`src/rtl/prm_oblgc_seq.sv`:
```
// Obstacle-voxel to edge-check sequencer: collects the voxel set for a scene, presents it to the edge checkers,
// captures the blocked-edge mask, counts the blocked edges one lane per cycle, and holds the result until it is consumed.
//
// state     | meaning
// COLLECT   | accepting voxel beats into the occupancy register
// SETTLE    | query vector held steady while the checkers resolve
// COUNT     | popcount of the captured mask, one lane per cycle
// DONE      | result presented until the res handshake
module prm_oblgc_seq #(
    parameter int NUM_EDGE   = 32,
    parameter int SETTLE_CYC = 1
) (
    input  logic                CLK,
    input  logic                RST,
    input  logic                clr,
    input  logic                vox_valid,
    output logic                vox_ready,
    input  logic [3:0]          vox_id,
    input  logic                vox_last,
    output logic [14:0]         chk_vec,
    input  logic [NUM_EDGE-1:0] chk_mask,
    output logic                res_valid,
    input  logic                res_ready,
    output logic [NUM_EDGE-1:0] res_mask,
    output logic [6:0]          res_count,
    output logic                busy
);

    typedef enum logic [1:0] {
        S_COLLECT = 2'd0,
        S_SETTLE  = 2'd1,
        S_COUNT   = 2'd2,
        S_DONE    = 2'd3
    } state_t;

    localparam logic [6:0] SETTLE_LOAD = 7'(SETTLE_CYC - 1);
    localparam logic [6:0] COUNT_LOAD  = 7'(NUM_EDGE - 1);

    state_t              state_q, state_d;
    logic [6:0]          tmr_q;
    logic [14:0]         occ_q;
    logic [NUM_EDGE-1:0] sh_q;
    logic                accept;
    logic                res_hs;
    logic                tmr_tc;

    assign accept    = vox_valid & vox_ready & ~clr;
    assign res_hs    = res_valid & res_ready & (state_q == S_DONE) & ~clr;
    assign tmr_tc    = (tmr_q == 7'd0);
    assign chk_vec   = occ_q;
    assign busy      = (state_q != S_COLLECT);

    always_ff @(posedge CLK) begin
        if (RST) state_q <= S_COLLECT;
        else     state_q <= state_d;
    end

    always_comb begin
        state_d = state_q;
        case (state_q)
            S_COLLECT: if (accept && vox_last) state_d = S_SETTLE;
            S_SETTLE:  if (tmr_tc)             state_d = S_COUNT;
            S_COUNT:   if (tmr_tc)             state_d = S_DONE;
            S_DONE:    if (res_hs)             state_d = S_COLLECT;
            default:                           state_d = S_COLLECT;
        endcase
        if (clr) state_d = S_COLLECT;
    end

    // res_valid is registered off DONE, so it rises one cycle after DONE is entered.
    always_ff @(posedge CLK) begin
        if (RST || clr) begin
            vox_ready <= 1'b1;
            res_valid <= 1'b0;
            occ_q     <= '0;
            tmr_q     <= '0;
            sh_q      <= '0;
            res_mask  <= '0;
            res_count <= '0;
        end else begin
            vox_ready <= (state_d == S_COLLECT);
            res_valid <= (state_q == S_DONE) & ~res_hs;
            case (state_q)
                S_COLLECT: begin
                    if (accept && vox_id != 4'd15) occ_q[vox_id] <= 1'b1;
                    if (accept && vox_last)        tmr_q <= SETTLE_LOAD;
                end
                S_SETTLE: begin
                    if (tmr_tc) begin
                        res_mask  <= chk_mask;
                        sh_q      <= chk_mask;
                        res_count <= '0;
                        tmr_q     <= COUNT_LOAD;
                    end else begin
                        tmr_q <= tmr_q - 7'd1;
                    end
                end
                S_COUNT: begin
                    res_count <= res_count + {6'd0, sh_q[0]};
                    sh_q      <= sh_q >> 1;
                    if (!tmr_tc) tmr_q <= tmr_q - 7'd1;
                end
                S_DONE: begin
                    if (res_hs) occ_q <= '0;
                end
                default: ;
            endcase
        end
    end

endmodule

```
`config.mk`:
```
export PLATFORM = sky130hd
export DESIGN_NAME = prm_oblgc_seq
export DESIGN_NICKNAME = d
export VERILOG_FILES = /design/src/rtl/prm_oblgc_seq.sv
export SDC_FILE = /design/constraint.sdc
export NUM_CORES = 1
export LEC_CHECK = 0
export ABC_CLOCK_PERIOD_IN_PS = 2800
export BUFFER_PORTS_ARGS = -buffer_cell sky130_fd_sc_hd__buf_2
export CAP_MARGIN = 30
export CORE_MARGIN = 2
export CORE_UTILIZATION = 30
export DETAILED_ROUTE_END_ITERATION = 10
export PLACE_DENSITY_LB_ADDON = 0.3
export SLEW_MARGIN = 20
export SYNTH_ARGS = -nofsm -noshare
export SYNTH_HDL_FRONTEND = slang
export SYNTH_SLANG_ARGS = --single-unit
export TNS_END_PERCENT = 100
```
`constraint.sdc`:
```
create_clock -name CLK -period 2.8 [get_ports CLK]
set_clock_uncertainty 0.15 [all_clocks]
set_input_delay 0.28 -clock CLK [delete_from_list [all_inputs] [get_ports CLK]]
set_output_delay 0.28 -clock CLK [all_outputs]
set_load 0.05 [all_outputs]
```
==> impl_metrics.ini <==
[status]
outcome = complete, no violations

[cells_and_area]
final_nets = 611
area.growth.synth_to_final_pct = 20.9
num_antenna_cells = 0
final-instance-count-excl-fill = 744
layout-drive-gt1-share_pct = 23.2

[setup_path]
timing.critical_path.arrival_ns = 2.44
crit_path_cell_trace = inv_1 > ha_1 > nor4b_4 > nand3_4 > o21ai_0 > a21oi_1
cp_num_buf_inv = 1
critPathTopFamily = simple AND/OR/NAND/NOR gates
critical-path-max-stage-delay_ns = 0.59
critical_path_end_type = flip-flop
cp_max_fo = 15
crit_type = flip-flop to flip-flop
critPathRequiredTime_ns = 2.86
cpMaxStageDelayCell = sky130_fd_sc_hd__nor4b_4
startpoint_type = flip-flop

[floorplanning]
num_io_pins = 99
floorplan.initialDensity_pct = 30.7
fp.dieW_um = 123
floorplan.die_area_sq_um = 15200
coreArea_sq_um = 13900
height_of_the_chip_um = 123
std_cell_rows = 43

[synthesis]
netlist-cell-type-count = 47
synth_top_flop_cell = sky130_fd_sc_hd__dfxtp_1
ys_seq_area_share_pct = 45.6
syn-instance-count = 477
async_reset_ff_share_pct = 0
mappedNetlistArea_sq_um = 4260
average_cell_area_after_synthesis_sq_um = 8.92
synth-edff-count = 0
synth.ff_latch_count = 97
yosys_warnings = 0
syn_nets = 528

[place]
detailed_place_hpwl_mm = 7.13
place_inst = 729
buffer_ports.inserted = 98
gp_congestion = 0.824

[timing]
rsz_0062_raised_after_global_routing = no
timing_hold_violations_final = 0
worst_margin_slew_ns = 0.893
period_share_pct = 85.0
worst_rel_slew_slack_pct = 38.8
fmax_mhz = 420
finalMaxSlewViolations = 0
layout_min_cycle_time_ns = 2.38
final.setup.tns_ns = 0
setup_viol = 0

[job]
max-cap-violations = 0

[power_and_ir_drop]
switching_power_mw = 0.674
combinationalPowerShare_pct = 7.5
maximum_vdd_drop_mv = 0.266
switching_part_of_the_total_pct = 23.8
part_of_the_total_power_dissipated_in_the_clock_network_pct = 43.0
power_report.internal_total_mw = 2.16
p_seq_share_pct = 49.5
leakage_nw = 1.92
power_per_cell_area_nw_per_um2 = 551

[clock_tree]
tritoncts.num_buffers = 9
clock_transition_at_path_regs_ns = 0.07
cts_repair_resize_count = 0
clock-root-buffer = sky130_fd_sc_hd__clkbuf_16
clock_latency_on_the_worst_skew_pair_ns = 0.35
clock_tree.htree_level_count = 3
cts_sinks = 97
ctsHoldBuffers = 0
post-cts-setup-buffer-count = 0
clock_tree_from_tritoncts = done
clock_path_buffers = 2

[drt]
drtAntennaViolNets = 0
drt_first_iter_violations = 186
wl_per_cell_um = 13.7
drt_pre_antenna_iters = 4
route.final.wire_length_mm = 10.2
vias = 3681
drt_drc_violations_left = 0
routed_via_density = 4.95

[min_path]
hold_path_class = input pin to flip-flop

[global_route]
first_global_vias = 3476
grt_max_degree = 73
globalRoute.totalOverflow = 0
overall_track_demand_over_capacity_in_global_routing_pct = 13.9
grt_antenna_before_repair = 0
global_route_wire_length_before_repair_mm = 16.5
[Yosys cell counts, types with 3 or more instances]
cell type                   n  area (sq um)
sky130_fd_sc_hd__a21oi_1   48           240
sky130_fd_sc_hd__buf_2     13          65.1
sky130_fd_sc_hd__o221a_2    3          33.8
sky130_fd_sc_hd__nand2b_1   5          31.3
sky130_fd_sc_hd__clkbuf_1  13          48.8
sky130_fd_sc_hd__a211oi_1  33           248
sky130_fd_sc_hd__o21ai_0   13          65.1
sky130_fd_sc_hd__mux2i_1   32           320
sky130_fd_sc_hd__nand4b_1   4          35.0
sky130_fd_sc_hd__buf_6      5          56.3
sky130_fd_sc_hd__or3_1      5          31.3
sky130_fd_sc_hd__nor3_1    12          60.1
sky130_fd_sc_hd__a31oi_1    9          56.3
sky130_fd_sc_hd__nand2_1   72           270
sky130_fd_sc_hd__inv_1      6          22.5
sky130_fd_sc_hd__nor4_1     5          31.3
sky130_fd_sc_hd__and3_1     4          25.0
sky130_fd_sc_hd__nor2b_1    4          25.0
sky130_fd_sc_hd__o21a_1    12          90.1
sky130_fd_sc_hd__dfxtp_1   97          1940
sky130_fd_sc_hd__nor2_1    41           154
sky130_fd_sc_hd__ha_1       9           113
[metal layers]
layer	global-route usage (%)	wire length [um]	part of all wire, %	vias up
met1	17.1	4640	46	1715
met5	0	0	0	-
met4	7.32	249	2.4	0
met3	3.27	497	4.9	18
met2	22.7	4790	47	78
li1	-	-	-	1870
[path summary, 6_finish.rpt]
| check | from | endpoint | slack (ns) | cells past startpoint |
|---|---|---|---|---|
| hold reg to reg | res_mask[21] | res_mask[21] | 0.30 | 2 |
| setup reg to reg | tmr_q[0] | res_count[2] | 0.42 | 6 |
| setup / recovery | tmr_q[0] | res_count[2] | 0.42 | 6 |
| hold / removal | chk_mask[30] | res_mask[30] | 0.03 | 3 |
[flip-flops by register name, indices dropped and copies added, names as in the netlist]
| signal | cells |
|---|---|
| res_valid | 1 |
| chk_vec | 15 |
| res_mask | 32 |
| vox_ready | 1 |
| state_q | 2 |
| res_count | 7 |
| sh_q | 32 |
| tmr_q | 7 |
[worst register-to-register path, stage by stage, from the launching register on]
cell and delay (ns):
sky130_fd_sc_hd__dfxtp_1 0.34, sky130_fd_sc_hd__inv_1 0.09, sky130_fd_sc_hd__ha_1 0.18, sky130_fd_sc_hd__nor4b_4 0.59, sky130_fd_sc_hd__nand3_4 0.28, sky130_fd_sc_hd__o21ai_0 0.53, sky130_fd_sc_hd__a21oi_1 0.08
[power groups by stage]
stage	Sequential (mW)	Clock, mW	Combinational [mW]
after detailed placement	1.43	0	0.211
final	1.40	1.22	0.211
after CTS	1.40	1.26	0.213
after floorplan	1.45	0	0.126
after global routing	1.40	1.32	0.236
after global placement	1.43	0	0.207
[cells by family after synthesis]
family	after synthesis	synth area share, %
buf+inv	40	4.97
simple gates	169	19.3
fa+ha+maj	9	2.65
compound gates	130	20.0
flops	97	45.6
mux	32	7.53
[through the flow]
step | power, mW | setup WS, ns | cell area [sq um] | utilization (%) | hold slack [ns]
final | 2.83 | 0.421 | 5140 | 37.1 | 0.0297
after global routing | 2.96 | 0.0868 | 5140 | 37.1 | 0.0248
after CTS | 2.88 | 0.414 | 5140 | 37.1 | 0.0143
after detailed placement | 1.65 | 0.452 | 4860 | 35.0 | 0.295
after global placement | 1.64 | 0.558 | 4850 | 34.9 | 0.288
after floorplan | 1.57 | 0.877 | 4260 | - | 0.266
[cells in the final DEF, fill, tap and decap left out, types with 5 or more instances in the layout]
master and instances:
sky130_fd_sc_hd__a211oi_1 33, sky130_fd_sc_hd__a21oi_1 48, sky130_fd_sc_hd__a31oi_1 9, sky130_fd_sc_hd__buf_2 98
sky130_fd_sc_hd__buf_4 7, sky130_fd_sc_hd__clkbuf_16 9, sky130_fd_sc_hd__dfxtp_1 97, sky130_fd_sc_hd__ha_1 8
sky130_fd_sc_hd__inv_1 6, sky130_fd_sc_hd__mux2i_1 32, sky130_fd_sc_hd__nand2_1 72, sky130_fd_sc_hd__nand2b_1 5
sky130_fd_sc_hd__nor2_1 41, sky130_fd_sc_hd__nor3_1 12, sky130_fd_sc_hd__nor4_1 5, sky130_fd_sc_hd__o21a_1 12
sky130_fd_sc_hd__o21ai_0 13, sky130_fd_sc_hd__or3_1 5
[layout make-up]
cell class	count	area, sq um
timing repair buffer	106	563
clock inverter	4	53.8
tap	180	225
multi-input combinational	340	2100
clock buffer	11	233
inverter	6	22.5
sequential	97	1940
fill	1436	8740
Power figures use the tool's default switching activity.
